**config.mk**
```make
export PLATFORM = sky130hd
export DESIGN_NAME = ram_port_arbiter
export DESIGN_NICKNAME = d
export VERILOG_FILES = /design/src/rtl/ram_port_arbiter.sv
export SDC_FILE = /design/constraint.sdc
export NUM_CORES = 1
export LEC_CHECK = 0
export ABC_CLOCK_PERIOD_IN_PS = 1790
export BUFFER_PORTS_ARGS = -buffer_cell sky130_fd_sc_hd__buf_4
export CAP_MARGIN = 10
export CORE_AREA = 2 2 126 128
export DETAILED_ROUTE_END_ITERATION = 16
export DIE_AREA = 0 0 128 130
export PLACE_DENSITY = 0.75
export SLEW_MARGIN = 40
export SYNTH_ARGS = -nofsm -noshare
export SYNTH_HDL_FRONTEND = slang
export SYNTH_SLANG_ARGS = --single-unit
```
**constraint.sdc**
```tcl
create_clock -name clk -period 1.79 [get_ports clk]
set_clock_uncertainty 0.15 [all_clocks]
set_input_delay 0.179 -clock clk [delete_from_list [all_inputs] [get_ports clk]]
set_output_delay 0.179 -clock clk [all_outputs]
set_load 0.02 [all_outputs]
```
**src/rtl/ram_port_arbiter.sv**
```systemverilog
// ram_port_arbiter: shares one single-port simulation RAM between the
// instruction-fetch port (m0) and the load/store port (m1).
// One transaction at a time, round-robin grant, ACCESS timeout, and a
// forced cs-low RELEASE cycle that restarts the RAM's latency counter.
module ram_port_arbiter #(
  parameter int XLEN           = 32,
  parameter int TIMEOUT_CYCLES = 16
) (
  input  logic            clk,
  input  logic            rst,
  // fetch port
  input  logic            m0_valid,
  input  logic            m0_we,
  input  logic [XLEN-1:0] m0_addr,
  input  logic [XLEN-1:0] m0_wdata,
  output logic            m0_ready,
  output logic [XLEN-1:0] m0_rdata,
  output logic            m0_err,
  // load/store port
  input  logic            m1_valid,
  input  logic            m1_we,
  input  logic [XLEN-1:0] m1_addr,
  input  logic [XLEN-1:0] m1_wdata,
  output logic            m1_ready,
  output logic [XLEN-1:0] m1_rdata,
  output logic            m1_err,
  // RAM bus
  output logic            ram_cs,
  output logic            ram_wr,
  output logic            ram_rd,
  output logic [XLEN-1:0] ram_address,
  output logic [XLEN-1:0] ram_DB_w,
  output logic            ram_valid,
  input  logic [XLEN-1:0] ram_DB_r,
  input  logic            ram_ready
);

  localparam int CW = $clog2(TIMEOUT_CYCLES + 1);

  typedef enum logic [1:0] {IDLE, ACCESS, RELEASE} state_t;

  typedef struct packed {
    logic            we;
    logic [XLEN-1:0] addr;
    logic [XLEN-1:0] wdata;
  } req_t;

  state_t                 state;
  logic                   last_grant;
  logic                   gnt;
  req_t                   cur;
  logic [CW-1:0]          cnt;
  logic [CW-1:0]          cnt_nxt;
  logic                   timeout;
  logic [1:0]             vld;
  req_t [1:0]             req;
  logic                   pick;
  logic [1:0]             rdy_q;
  logic [1:0]             err_q;
  logic [1:0][XLEN-1:0]   rdata_q;

  assign vld    = {m1_valid, m0_valid};
  assign req[0] = {m0_we, m0_addr, m0_wdata};
  assign req[1] = {m1_we, m1_addr, m1_wdata};

  // Contention goes to the port that did not win last; a lone requester always wins.
  always_comb begin
    pick = vld[1];
    if (vld == 2'b11) pick = ~last_grant;
  end

  assign cnt_nxt = cnt + 1'b1;
  assign timeout = (cnt_nxt == CW'(TIMEOUT_CYCLES));

  // Address and write data come straight from the latched request, so they
  // stay stable for the whole ACCESS phase.
  assign ram_address = cur.addr;
  assign ram_DB_w    = cur.wdata;

  assign m0_ready = rdy_q[0];
  assign m1_ready = rdy_q[1];
  assign m0_err   = err_q[0];
  assign m1_err   = err_q[1];
  assign m0_rdata = rdata_q[0];
  assign m1_rdata = rdata_q[1];

  // Sequencer: IDLE grants and latches, ACCESS drives the strobes until ready
  // or timeout, RELEASE drops cs for one cycle while pulsing the response.
  always_ff @(posedge clk) begin
    if (rst) begin
      state      <= IDLE;
      last_grant <= 1'b1;
      gnt        <= 1'b0;
      cur        <= '0;
      cnt        <= '0;
      ram_cs     <= 1'b0;
      ram_valid  <= 1'b0;
      ram_wr     <= 1'b0;
      ram_rd     <= 1'b0;
      rdy_q      <= '0;
      err_q      <= '0;
      rdata_q    <= '0;
    end else begin
      case (state)
        IDLE: begin
          if (|vld) begin
            gnt        <= pick;
            last_grant <= pick;
            cur        <= req[pick];
            cnt        <= '0;
            ram_cs     <= 1'b1;
            ram_valid  <= 1'b1;
            ram_wr     <= req[pick].we;
            ram_rd     <= ~req[pick].we;
            state      <= ACCESS;
          end
        end
        ACCESS: begin
          cnt <= cnt_nxt;
          // ready wins over a coincident timeout
          if (ram_ready || timeout) begin
            ram_cs       <= 1'b0;
            ram_valid    <= 1'b0;
            ram_wr       <= 1'b0;
            ram_rd       <= 1'b0;
            rdy_q[gnt]   <= 1'b1;
            err_q[gnt]   <= ~ram_ready;
            rdata_q[gnt] <= (ram_ready && !cur.we) ? ram_DB_r : '0;
            state        <= RELEASE;
          end
        end
        RELEASE: begin
          rdy_q   <= '0;
          err_q   <= '0;
          rdata_q <= '0;
          state   <= IDLE;
        end
        default: state <= IDLE;
      endcase
    end
  end

endmodule

```
==> results_tabular.tex <==
\begin{tabular}{lr}
\hline
Metric & Value \\
\hline
\multicolumn{2}{l}{\textbf{Outcome}} \\
\quad Status & finished, violations left \\
\quad Violated checks & negative setup slack \\
\multicolumn{2}{l}{\textbf{STA}} \\
\quad Hold\_ws & 0.00555 ns \\
\quad Count of final max-slew check failures & 0 \\
\quad Unrepaired setup endpoints after global routing & yes \\
\quad Post-layout min period & 1.84 ns \\
\quad Worst setup slack after layout & -0.0520 ns \\
\quad Final hold vios & 0 \\
\quad Actual slew at the worst max-slew pin & $\sim$0.75 ns \\
\quad Highest achievable clock rate & 0.543 GHz \\
\quad Rel. slew slack & 0.500 \\
\quad Setup-failing EPs final & 2 \\
\quad Post-route fraction of the period consumed by the critical path & 1.03 \\
\multicolumn{2}{l}{\textbf{Synthesis}} \\
\quad Largest cells by area after synthesis & sky130\_fd\_sc\_hd\_\_dfxtp\_1, sky130\_fd\_sc\_hd\_\_mux2i\_1, sky130\_fd\_sc\_hd\_\_a211oi\_1 \\
\quad Library cells used by synthesis & 45 \\
\quad Fraction of the yosys area taken by sequential cells & 0.462 \\
\quad Flip-flop cell with the highest count after synthesis & sky130\_fd\_sc\_hd\_\_dfxtp\_1 \\
\quad Post-Syn Instances & roughly 640 \\
\quad Number of synthesized flops with an enable pin & 0 \\
\quad Cell type with the highest aggregate area in the netlist & sky130\_fd\_sc\_hd\_\_dfxtp\_1 \\
\quad Syn\_nets & 804 \\
\quad Average cell area after synthesis & 9.87 µm² \\
\quad Number of synthesized register bits & around 150 \\
\quad Fraction of registers with async set or reset after synthesis & 0 \\
\quad Total standard cell area after synthesis & 6280 µm² \\
\quad Synth warn & 0 \\
\quad Fraction of post-synthesis cell area in the top cell type by area & 0.462 \\
\multicolumn{2}{l}{\textbf{CTS}} \\
\quad TritonCTS clock tree & yes \\
\quad CTS Sinks & between 100 and 150 \\
\quad Reg clk slew, reported paths & $\sim$0.06 ns \\
\quad Number of buffers created by CTS & 17 \\
\quad Count of H-tree levels built during CTS & 4 \\
\quad Largest buffer count on any clock path & 2 \\
\quad Root buffer cell & sky130\_fd\_sc\_hd\_\_clkbuf\_16 \\
\quad Worst skew pair latency & roughly 0.4 ns \\
\multicolumn{2}{l}{\textbf{Final layout}} \\
\quad Layout cells sized above 1 & 0.382 \\
\quad Layout-stage area growth over the synthesis result & 69.6\% \\
\quad Ant diodes & 0 \\
\quad Total number of nets in the final design & 1186 \\
\quad Final core utilization & 0.690 \\
\quad Most frequent standard cell in the layout excluding fill and tap cells & sky130\_fd\_sc\_hd\_\_buf\_4 \\
\quad Final cell count without fillers & 1223 \\
\quad Most used cells in the layout excluding fill and tap cells & sky130\_fd\_sc\_hd\_\_buf\_4, sky130\_fd\_sc\_hd\_\_dfxtp\_1, sky130\_fd\_sc\_hd\_\_dlygate4sd3\_1, sky130\_fd\_sc\_hd\_\_mux2i\_1, sky130\_fd\_sc\_hd\_\_nor2\_1 \\
\multicolumn{2}{l}{\textbf{Worst setup path}} \\
\quad Critical Path Sink Type & flop \\
\quad Arrival time of data at the critical path endpoint & about 2.0 ns \\
\quad Crit path launch type & flop \\
\quad Cell chain of the critical path & and2\_2 -> mux2i\_4 -> buf\_4 -> a21oi\_4 -> buf\_12 -> mux2i\_1 \\
\quad Bufs and invs on worst path & 2 \\
\quad Worst r2r path cells & 6 \\
\quad Origin of the critical flop-to-flop path & cnt[1] \\
\quad Delay of the slowest cell on the worst path & 0.33 ns \\
\quad CP Max Fanout & 8 \\
\quad Critical path required time & roughly 2.0 ns \\
\quad Crit path max-delay cell type & sky130\_fd\_sc\_hd\_\_dfxtp\_2 \\
\quad Register-to-register path setup slack & -0.05 ns \\
\quad RR Endpoint & m0\_rdata[7] \\
\quad Worst Setup Path Type & flop to flop \\
\quad Kind of cell with the highest combined delay on the critical path & multiplexers \\
\multicolumn{2}{l}{\textbf{Floorplanning}} \\
\quad Effective utilization at floorplan & 0.407 \\
\quad Core Footprint & about 15000 µm² \\
\quad Die width & 128 µm \\
\quad Vert. Die Dim & 130 µm \\
\quad Die area & about 17000 µm² \\
\quad Num rows & 46 \\
\quad Ports & 303 \\
\multicolumn{2}{l}{\textbf{Pwr}} \\
\quad Static leakage & 4.87 nW \\
\quad Power, Total & 9.34 mW \\
\quad Worst IR Drop VDD & approximately 0.00065 V \\
\quad Pwr/cell area & 877 nW/µm² \\
\multicolumn{2}{l}{\textbf{Placed design}} \\
\quad Gpl congestion & 0.812 \\
\quad Setup WS pre-CTS & -0.109 ns \\
\quad Count of buffers from port buffering & 302 \\
\quad Total placed cells including tap cells & 1048 \\
\quad DPL Wire Length & 12200 µm \\
\multicolumn{2}{l}{\textbf{Min path}} \\
\quad Critical hold path startpoint & m0\_addr[22] \\
\quad Hold worst-path end & ram\_address[22] \\
\quad Worst Hold Class & input pin to flop \\
\quad Worst hold stages & 3 \\
\multicolumn{2}{l}{\textbf{GRT}} \\
\quad Wire length of the first global-routing pass & slightly above 30000 µm \\
\quad Antenna violations before repair & 0 \\
\quad GRT overflow & 0 \\
\quad Pin count of the biggest net entering global routing & 84 \\
\quad Global-route usage over all layers & 0.232 \\
\quad Via count of the first global-routing pass & 5865 \\
\multicolumn{2}{l}{\textbf{Drt}} \\
\quad Number of DRC violations after detailed-routing iteration 0 & 330 \\
\quad Post-route DRC & 0 \\
\quad Post-route ant nets & 0 \\
\quad Overall routed net length & 20500 µm \\
\quad Via density per instance & 5.09 \\
\quad Number of detailed-route iterations in the first pass & 6 \\
\quad Mean routed wirelength per cell & between 15 and 20 µm \\
\quad Routed via count & just over 6000 \\
\multicolumn{2}{l}{\textbf{Flow run}} \\
\quad Count of maximum capacitance violations & 0 \\
\hline
\end{tabular}
==> metal layers <==
metal	routed length (µm)	GRT usage	part of all wire	up-vias
li1	-	-	-	3007
met1	8290	0.269	0.40	2890
met2	10300	0.407	0.50	289
met3	1360	0.0590	0.067	36
met4	578	0.103	0.028	0
met5	0	0	0	-
==> worst max-delay path by stage <==
stage / slack (ns) / start / depth (start not counted) / to
CTS: -0.008 / cnt[1] / 6 / m1_rdata[14]
detailed placement: -0.11 / cnt[1] / 4 / m1_rdata[14]
finish: -0.05 / cnt[1] / 6 / m0_rdata[7]
global route: -0.09 / cnt[1] / 6 / m0_rdata[7]
floorplan: -0.02 / cnt[1] / 5 / m0_rdata[10]
global placement: -0.12 / cnt[1] / 4 / err_q[1]
==> metrics by stage <==
step	area, µm²	setup TNS (ns)
after floorplan	6330	-0.228
after global placement	8510	-2.04
after detailed placement	8510	-1.77
after CTS	10600	-0.0130
after global routing	10700	-0.885
final	10700	-0.0537
==> sequential cells by signal, indices dropped and copies added (netlist names) <==
register	cells
cur	1
m0_rdata	32
ram_DB_w	32
ram_wr	1
ram_valid	1
last_grant	1
err_q	2
m1_rdata	32
gnt	1
cnt	5
state	2
ram_rd	1
ram_address	32
rdy_q	2
==> final cells by class <==
| type | count | area (µm²) |
|---|---|---|
| tap | 192 | 240 |
| clock buffer | 19 | 453 |
| timing repair buffer | 474 | 4080 |
| fill | 1070 | 4770 |
| sequential | 145 | 2910 |
| clock inverter | 13 | 175 |
| inverter | 4 | 18.8 |
| multi-input combinational | 376 | 2770 |
==> tightest hold or removal path, cell delays in order <==
cell and delay [ns]:
sky130_fd_sc_hd__buf_4 0.11, sky130_fd_sc_hd__mux2i_1 0.14, sky130_fd_sc_hd__a211oi_1 0.09
==> cell families (layout without fill, tap and decap cells) <==
kind of cell / after synthesis / in the layout / share of synthesized area
fa+ha+maj: 1 / 1 / 0.00199
simple gates: 149 / 149 / 0.0998
flops: 145 / 145 / 0.462
mux: 96 / 96 / 0.154
buf+inv: 115 / 510 / 0.113
compound gates: 130 / 130 / 0.169
==> cells in the mapped netlist, types with 3 or more instances <==
cell type and count:
sky130_fd_sc_hd__inv_1 3, sky130_fd_sc_hd__a32o_1 35, sky130_fd_sc_hd__mux2i_1 93, sky130_fd_sc_hd__dfxtp_1 145, sky130_fd_sc_hd__buf_2 15, sky130_fd_sc_hd__a22o_1 3
sky130_fd_sc_hd__buf_4 65, sky130_fd_sc_hd__o21ai_0 4, sky130_fd_sc_hd__nand2b_1 4, sky130_fd_sc_hd__a21oi_1 10, sky130_fd_sc_hd__nand2_1 52, sky130_fd_sc_hd__nor3_1 5
sky130_fd_sc_hd__a211oi_1 65, sky130_fd_sc_hd__nor2_1 74, sky130_fd_sc_hd__clkbuf_1 27
==> where the power goes <==
part | total, mW | internal, mW | switching [mW]
sequential | 3.57 | 3.45 | 0.125
combinational | 2.06 | 1.04 | 1.02
clock | 3.71 | 2.29 | 1.42
total | 9.34 | 6.78 | 2.56
==> what timing repair did <==
action                                  CTS  global route
gates cloned                              0             1
pin swaps                                 2             2
endpoints found under the setup margin   19            67
buffers inserted                          1             2
hold buffers                            139             0
endpoints found under the hold margin   127             0
resized for setup                         1            13
(Power assumes the default switching activity.)
